===== src/rtl/tohost_monitor.sv =====
// tohost_monitor
//   End-of-test responder for riscv-tests running on the pipeline core. It
//   watches the core's data-store bus, decodes full-word stores to the
//   tohost word and latches a PASS / FAIL / TIMEOUT verdict. It also latches
//   the failing test number and the number of RUN cycles elapsed, so benches
//   and FPGA builds can read the result from ports.
//
// Parameters
//   TOHOST_ADDR     byte address of the tohost word
//   TIMEOUT_CYCLES  RUN cycles allowed before the TIMEOUT verdict (>= 1)
//   CNT_W           cycle counter width; 2**CNT_W must exceed TIMEOUT_CYCLES
//
// Ports
//   clk        rising-edge clock
//   rst        asynchronous, active-low reset (0 = reset)
//   wr_valid   core presents a store
//   wr_ready   monitor accepts the store (registered, 1 from the first edge
//              after reset release)
//   wr_addr    store byte address
//   wr_data    store data
//   wr_strb    store byte enables
//   done       a verdict has been reached (pass | fail | timeout)
//   pass       tohost was written with 1
//   fail       tohost was written with an odd value other than 1
//   timeout    no verdict within TIMEOUT_CYCLES
//   test_num   wr_data[31:1] of the failing write, 0 otherwise
//   cycles     RUN cycles elapsed since reset release; frozen once done
//   fsm_state  one-hot verdict state {TIMEOUT, FAIL, PASS, RUN}, for checkers
//
// Handshake: a store transfers on a rising edge where wr_valid and wr_ready
// are both 1. wr_ready never drops after the first post-reset edge, so the
// core is never stalled; stores that do not hit tohost with all four strobes
// set are still acknowledged and then ignored.

module tohost_monitor #(
    parameter logic [31:0] TOHOST_ADDR    = 32'h0000_1000,
    parameter int          TIMEOUT_CYCLES = 5000,
    parameter int          CNT_W          = 16
) (
    input  logic             clk,
    input  logic             rst,
    input  logic             wr_valid,
    output logic             wr_ready,
    input  logic [31:0]      wr_addr,
    input  logic [31:0]      wr_data,
    input  logic [3:0]       wr_strb,
    output logic             done,
    output logic             pass,
    output logic             fail,
    output logic             timeout,
    output logic [30:0]      test_num,
    output logic [CNT_W-1:0] cycles,
    output logic [3:0]       fsm_state
);

    // One-hot encoding: each verdict output is a bit of the state register,
    // so the verdict outputs are glitch-free registered values.
    localparam logic [3:0] ST_RUN     = 4'b0001;
    localparam logic [3:0] ST_PASS    = 4'b0010;
    localparam logic [3:0] ST_FAIL    = 4'b0100;
    localparam logic [3:0] ST_TIMEOUT = 4'b1000;

    // Last RUN count value before the timeout verdict fires; the transition
    // edge itself still increments, leaving cycles == TIMEOUT_CYCLES.
    localparam logic [CNT_W-1:0] LIMIT = CNT_W'(TIMEOUT_CYCLES - 1);

    logic [3:0]       state_q;
    logic [3:0]       state_d;
    logic             ready_q;
    logic [30:0]      test_num_q;
    logic [CNT_W-1:0] cycles_q;

    logic xfer;
    logic hit;
    logic is_pass_wr;
    logic is_fail_wr;
    logic in_run;

    // ------------------------------------------------------------------
    // Store decode
    // ------------------------------------------------------------------
    always_comb begin
        xfer       = wr_valid & ready_q;
        hit        = xfer && (wr_addr == TOHOST_ADDR) && (wr_strb == 4'hF);
        is_pass_wr = hit && (wr_data == 32'h0000_0001);
        // Odd values other than 1 carry the failing test number in [31:1].
        // Even values (syscall encodings, including 0) are ignored.
        is_fail_wr = hit && wr_data[0] && (wr_data != 32'h0000_0001);
        in_run     = (state_q == ST_RUN);
    end

    // ------------------------------------------------------------------
    // FSM: state register
    // ------------------------------------------------------------------
    always_ff @(posedge clk or negedge rst) begin
        if (!rst) begin
            state_q <= ST_RUN;
        end else begin
            state_q <= state_d;
        end
    end

    // ------------------------------------------------------------------
    // FSM: next state
    // A terminal write beats the timeout limit on the same edge because it
    // is tested first. Terminal states hold until reset.
    // ------------------------------------------------------------------
    always_comb begin
        state_d = state_q;
        unique case (state_q)
            ST_RUN: begin
                if (is_pass_wr) begin
                    state_d = ST_PASS;
                end else if (is_fail_wr) begin
                    state_d = ST_FAIL;
                end else if (cycles_q == LIMIT) begin
                    state_d = ST_TIMEOUT;
                end
            end
            ST_PASS:    state_d = ST_PASS;
            ST_FAIL:    state_d = ST_FAIL;
            ST_TIMEOUT: state_d = ST_TIMEOUT;
            default:    state_d = ST_RUN;
        endcase
    end

    // ------------------------------------------------------------------
    // FSM: outputs
    // ------------------------------------------------------------------
    always_comb begin
        pass      = state_q[1];
        fail      = state_q[2];
        timeout   = state_q[3];
        done      = |state_q[3:1];
        fsm_state = state_q;
    end

    // ------------------------------------------------------------------
    // Ready: low in reset, high from the first edge after release onward.
    // ------------------------------------------------------------------
    always_ff @(posedge clk or negedge rst) begin
        if (!rst) begin
            ready_q <= 1'b0;
        end else begin
            ready_q <= 1'b1;
        end
    end

    // ------------------------------------------------------------------
    // Cycle counter: counts every RUN edge, including the edge that moves
    // to a terminal state, then freezes. CNT_W is sized so the timeout
    // verdict arrives before the counter could wrap.
    // ------------------------------------------------------------------
    always_ff @(posedge clk or negedge rst) begin
        if (!rst) begin
            cycles_q <= '0;
        end else if (in_run) begin
            cycles_q <= cycles_q + 1'b1;
        end
    end

    // ------------------------------------------------------------------
    // Failing test number: captured only on the RUN -> FAIL edge.
    // ------------------------------------------------------------------
    always_ff @(posedge clk or negedge rst) begin
        if (!rst) begin
            test_num_q <= '0;
        end else if (in_run && !is_pass_wr && is_fail_wr) begin
            test_num_q <= wr_data[31:1];
        end
    end

    assign wr_ready = ready_q;
    assign test_num = test_num_q;
    assign cycles   = cycles_q;

endmodule


===== config.mk =====
export PLATFORM = sky130hd
export DESIGN_NAME = tohost_monitor
export DESIGN_NICKNAME = d
export VERILOG_FILES = /design/src/rtl/tohost_monitor.sv
export SDC_FILE = /design/constraint.sdc
export NUM_CORES = 1
export LEC_CHECK = 0
export BUFFER_PORTS_ARGS = -buffer_cell sky130_fd_sc_hd__buf_2
export CAP_MARGIN = 20
export CELL_PAD_IN_SITES_DETAIL_PLACEMENT = 1
export CELL_PAD_IN_SITES_GLOBAL_PLACEMENT = 2
export CORE_UTILIZATION = 28
export CTS_BUF_LIST = sky130_fd_sc_hd__clkbuf_8
export DETAILED_ROUTE_END_ITERATION = 10
export PLACE_DENSITY = 0.93
export SLEW_MARGIN = 20
export SYNTH_ARGS = -nofsm -noshare
export SYNTH_HDL_FRONTEND = slang
export SYNTH_SLANG_ARGS = --single-unit
export TNS_END_PERCENT = 10

===== constraint.sdc =====
create_clock -name clk -period 2.39 [get_ports clk]
set_input_delay 0.3585 -clock clk [delete_from_list [all_inputs] [get_ports clk]]
set_output_delay 0.3585 -clock clk [all_outputs]
set_load 0.03 [all_outputs]

* Word-level counts from Yosys, hierarchy flattened
Cells that the tools add are included.
Word-level totals: register bits 52, input port bits 71, output and inout bits 56, logic and storage cells 29
Operators by class: add/subtract/negate cells 1, equality and inequality tests 10, muxes and demuxes 4, bitwise operators 1, reductions and logical operators 9
Operators by type and width (number):
- == test 32 x 1 -> 1 bit, second input constant | 1
- == test 32 x 13 -> 1 bit, second input constant | 1
- inequality test 32 x 1 -> 1 bit, second input constant | 1
- adder 16 x 1 -> 16 bit, second input constant | 1
- == test 16 x 13 -> 1 bit, second input constant | 1
- one-hot mux 4 bit (4 select lines) | 1
- two-way mux 4 bit | 3
- == test 4 bit, second input constant | 2
- logical AND 1 bit | 7
- == test 4 x 1 -> 1 bit, second input constant | 1
- == test 4 x 2 -> 1 bit, second input constant | 1
- == test 4 x 3 -> 1 bit, second input constant | 1
- inequality test 4 x 3 -> 1 bit, second input constant | 1
- OR reduction 3 bit | 1
- bitwise AND 1 bit | 1
- zero test 1 bit | 1

* Longest topological paths before layout
depth after elaboration 8, depth in mapped cells 6, gate-level depth less buffers 6

* Least setup slack after synthesis
OpenSTA, ideal clock, no wires.
path kind register to register, start point register cycles_q[0] (netlist: cycles[0]), end point register state_q[3] (netlist: fsm_state[3]), setup time 0.089 ns, data arrival time 1.993 ns, required time 2.301 ns, slack 0.308 ns, cell stages (with the launch flop) 7, buffers on the path 0, period minus slack after synthesis 2.082 ns, path through dfrtp_1 -> ha_1 -> or4bb_1 -> nor4_2 -> nand3b_1 -> a21o_1 -> a211oi_2
Between the ends: word-level cells in the longest chain between the ends 2
RTL lines:
- from (decl) | line 71 | logic [CNT_W-1:0] cycles_q;
- from (signal assigned) | line 158 | cycles_q <= cycles_q + 1'b1;
- == test 16 x 13 -> 1 bit | line 116 | end else if (cycles_q == LIMIT) begin
- inequality test 4 x 3 -> 1 bit (no source line)
- to (signal assigned) | line 99 | state_q <= state_d;
- to (decl) | line 67 | logic [3:0] state_q;
No other way between the ends. A chain may end at the register's enable or synchronous reset.

* Worst setup path after layout
Same ends and word-level chain as after synthesis.

==> impl_metrics.toml <==
[sta]
rsz0062_at_grt = "no"
hold_violations = 0
relSlewSlack_pct = 59.8
max_freq_mhz = 476
fin_crit_ns = 2.10
worst_slew_pin_slew_ns = 0.603
finalSetupViolations = 0
setup_ws_ns = 0.287
setup_tns_ns = 0
post-route-period-util_pct = 88.0
timing.clock.skew_ns = 0.00984
final_max_slew_viol_count = 0

[final_layout]
design_area_um2 = 3230
nFillCells = 957
layout-drive-gt1-share_pct = 47.9
nNetsFinal = 386
n_antenna_cell = 0
area.growth.synth_to_final_pct = 36.0
fin_cells = 420
postLayoutCoreUtil_pct = 39.3

[critical_path]
crit_type = "reg2reg"
path_cells = "ha_1 -> or4bb_1 -> nor4_2 -> nand3b_1 -> a21o_1 -> a211oi_2"
path_delay_family = "simple AND/OR/NAND/NOR gates"
required_ns = 2.62
end_kind = "flop"
cpMaxStageDelayCell = "or4bb_1"
reg2reg_from = "cycles[0]"
rr_endpoint = "fsm_state[3]"
worstPathArrival_ns = 2.33
crit_fanout = 4
timing.reg2reg.setup_slack_ns = 0.29
r2r_cells = 6
critPathBufInv = 0
cp-start-kind = "flop"
cpPeakStageDelay_ns = 0.51

[placed_design]
place_ws_ns = 0.191
io_buffers = 126
dp_hpwl_um = 5120
place_congestion = 0.788
placed_area_um2 = 3140
dp.cells = 412

[yosys]
synth_area_leaders = "dfrtp_1, mux2_1, xnor2_1, nor4_1, nor4b_1"
synthesis.nets = 256
ys_warn_count = 0
synth_top_area_share_pct = 53.7
ys.flop_type = "dfrtp_1"
synth-seq-area-share_pct = 54.8
syn_inst = 184
yosysTopAreaCell = "dfrtp_1"
synth.most_common_cell = "dfrtp_1"
synth_common_cells = "dfrtp_1, mux2_1, nor4_1, xnor2_1"
synthArstFlopShare_pct = 100
synth_edf_count = 0
synth_area_um2 = 2380
synth.distinct_cells = 39
ys_ff_latch = 52
syn_area_per_cell_um2 = 12.9

[power]
clockPowerShare_pct = 34.7
intPower_mw = 1.15
p_leak_nw = 1.78
sw_frac_of_total_pct = 23.6
peakVddDrop_uv = 223
p_seq_share_pct = 58.7
power_switching_uw = 354
power_density_nw_per_um2 = 464
p_comb_share_pct = 6.5

[clock_tree]
root_buffer = "clkbuf_8"
postCtsSetupBuffers = 0
htreeDepth = 2
clock_sinks = 52
clkTransAtPathRegs_ns = 0.11
cts_resized = 0
cts.path.max_buffers = 2
cts_buffers = 5
cts-hold-fix-buffers = 0
clkLatencyLatePin_ns = 0.31
cts_tree = "done"

[routing]
drt_iter0_markers = 42
via_per_inst = 4.72
vias = 1984
postRouteAntennaNets = 0
drc_errors = 0
firstDrtPassIters = 2
wire_per_inst_um = 14.8
wl_um = 6220

[grt]
grt_max_degree = 33
grt_pass1_vias = 2011
grt_pass1_wl_um = 9830
groute.usage.overall_pct = 14.4
antenna_found_initial = 0
grt_overflow = 0

[hold_path]
hold_class = "in2async"

[die]
ios = 127
die_h_um = 94.1
die_w_um = 94.1
core-area_um2 = 8220
die_area_um2 = 8860
initial_core_util_pct = 28.9
num_rows = 33

[outcome]
status = "finished clean"

[flow_run]
maxCapViolCount = 0
[how the worst max path moves through the flow]
stage           startpoint            to  slack [ns]  depth (start not counted)
2_1_floorplan    cycles[0]  fsm_state[3]        0.31                          6
3_5_place_dp    wr_data[5]  test_num[17]        0.19                          6
4_1_cts          cycles[0]  fsm_state[3]        0.26                          6
5_1_grt          cycles[0]  fsm_state[3]        0.15                          6
6_report         cycles[0]  fsm_state[3]        0.29                          6
3_3_place_gp   wr_addr[28]  test_num[18]        0.21                          7
[power by group through the flow]
stage	Sequential [mW]	Clock [mW]	Combinational, mW
global placement	0.898	0	0.0979
CTS	0.881	0.548	0.102
detailed placement	0.898	0	0.102
global route	0.881	0.577	0.111
floorplan	0.900	0	0.00846
finish	0.880	0.521	0.0982
[final cells by class]
class | instances | area (um^2) | share of cell area, %
inverter | 5 | 18.8 | 0.581
clock inverter | 3 | 27.5 | 0.852
sequential | 52 | 1300 | 40.3
timing repair buffer | 131 | 693 | 21.4
clock buffer | 5 | 68.8 | 2.13
multi-input combinational | 119 | 990 | 30.6
tap | 105 | 131 | 4.07
[metrics by stage]
stage / hold slack [ns] / power, mW
6_report: 0.0439 / 1.50
3_5_place_dp: 0.406 / 0.999
2_1_floorplan: 0.0629 / 0.908
5_1_grt: 0.0742 / 1.57
3_3_place_gp: 0.407 / 0.995
4_1_cts: 0.0613 / 1.53
[registers in the layout, summed over array words and instances, names as in the netlist]
register,cells
wr_ready,1
fsm_state,4
cycles,16
test_num,31
[worst reg2reg max path, stage by stage (launching register included)]
cell and delay (ns):
dfrtp_1 0.42, ha_1 0.23, or4bb_1 0.51, nor4_2 0.39, nand3b_1 0.12, a21o_1 0.18
a211oi_2 0.20
[placed cells by master, fill, tap and decap left out, types with 2 or more instances in the layout]
cell type  Yosys  final
buf_2          1    126
dfrtp_1       51     51
mux2_1        29     29
nor4_1        12     12
xnor2_1       10     10
nor4b_1        7      7
nor2_1         7      7
nand2_1        6      6
nand3_1        6      6
xor2_1         6      6
nand4_1        5      5
inv_1          5      5
nor3_1         5      5
clkbuf_8       0      5
mux2_2         3      3
buf_4          3      3
or3_1          2      2
nor4_2         2      2
buf_12         0      2
[routing by layer]
layer  track usage [%]  up-vias  routed length (um)
met1              18.0      980                2580
met2              25.1       70                3250
met3              2.02        6                 308
li1                  -      928                   -
met4              5.00        0                  78
met5                 0        -                   0
[logic make-up after synthesis]
kind of cell,after synthesis,share of synthesized area [%]
buf+inv,13,3.53
flops,52,54.8
other cells,1,0.158
simple gates,64,18.0
xor+xnor,16,5.90
fa+ha+maj,1,0.527
mux,32,15.2
compound gates,5,1.90
Power figures use the tool's default switching activity.
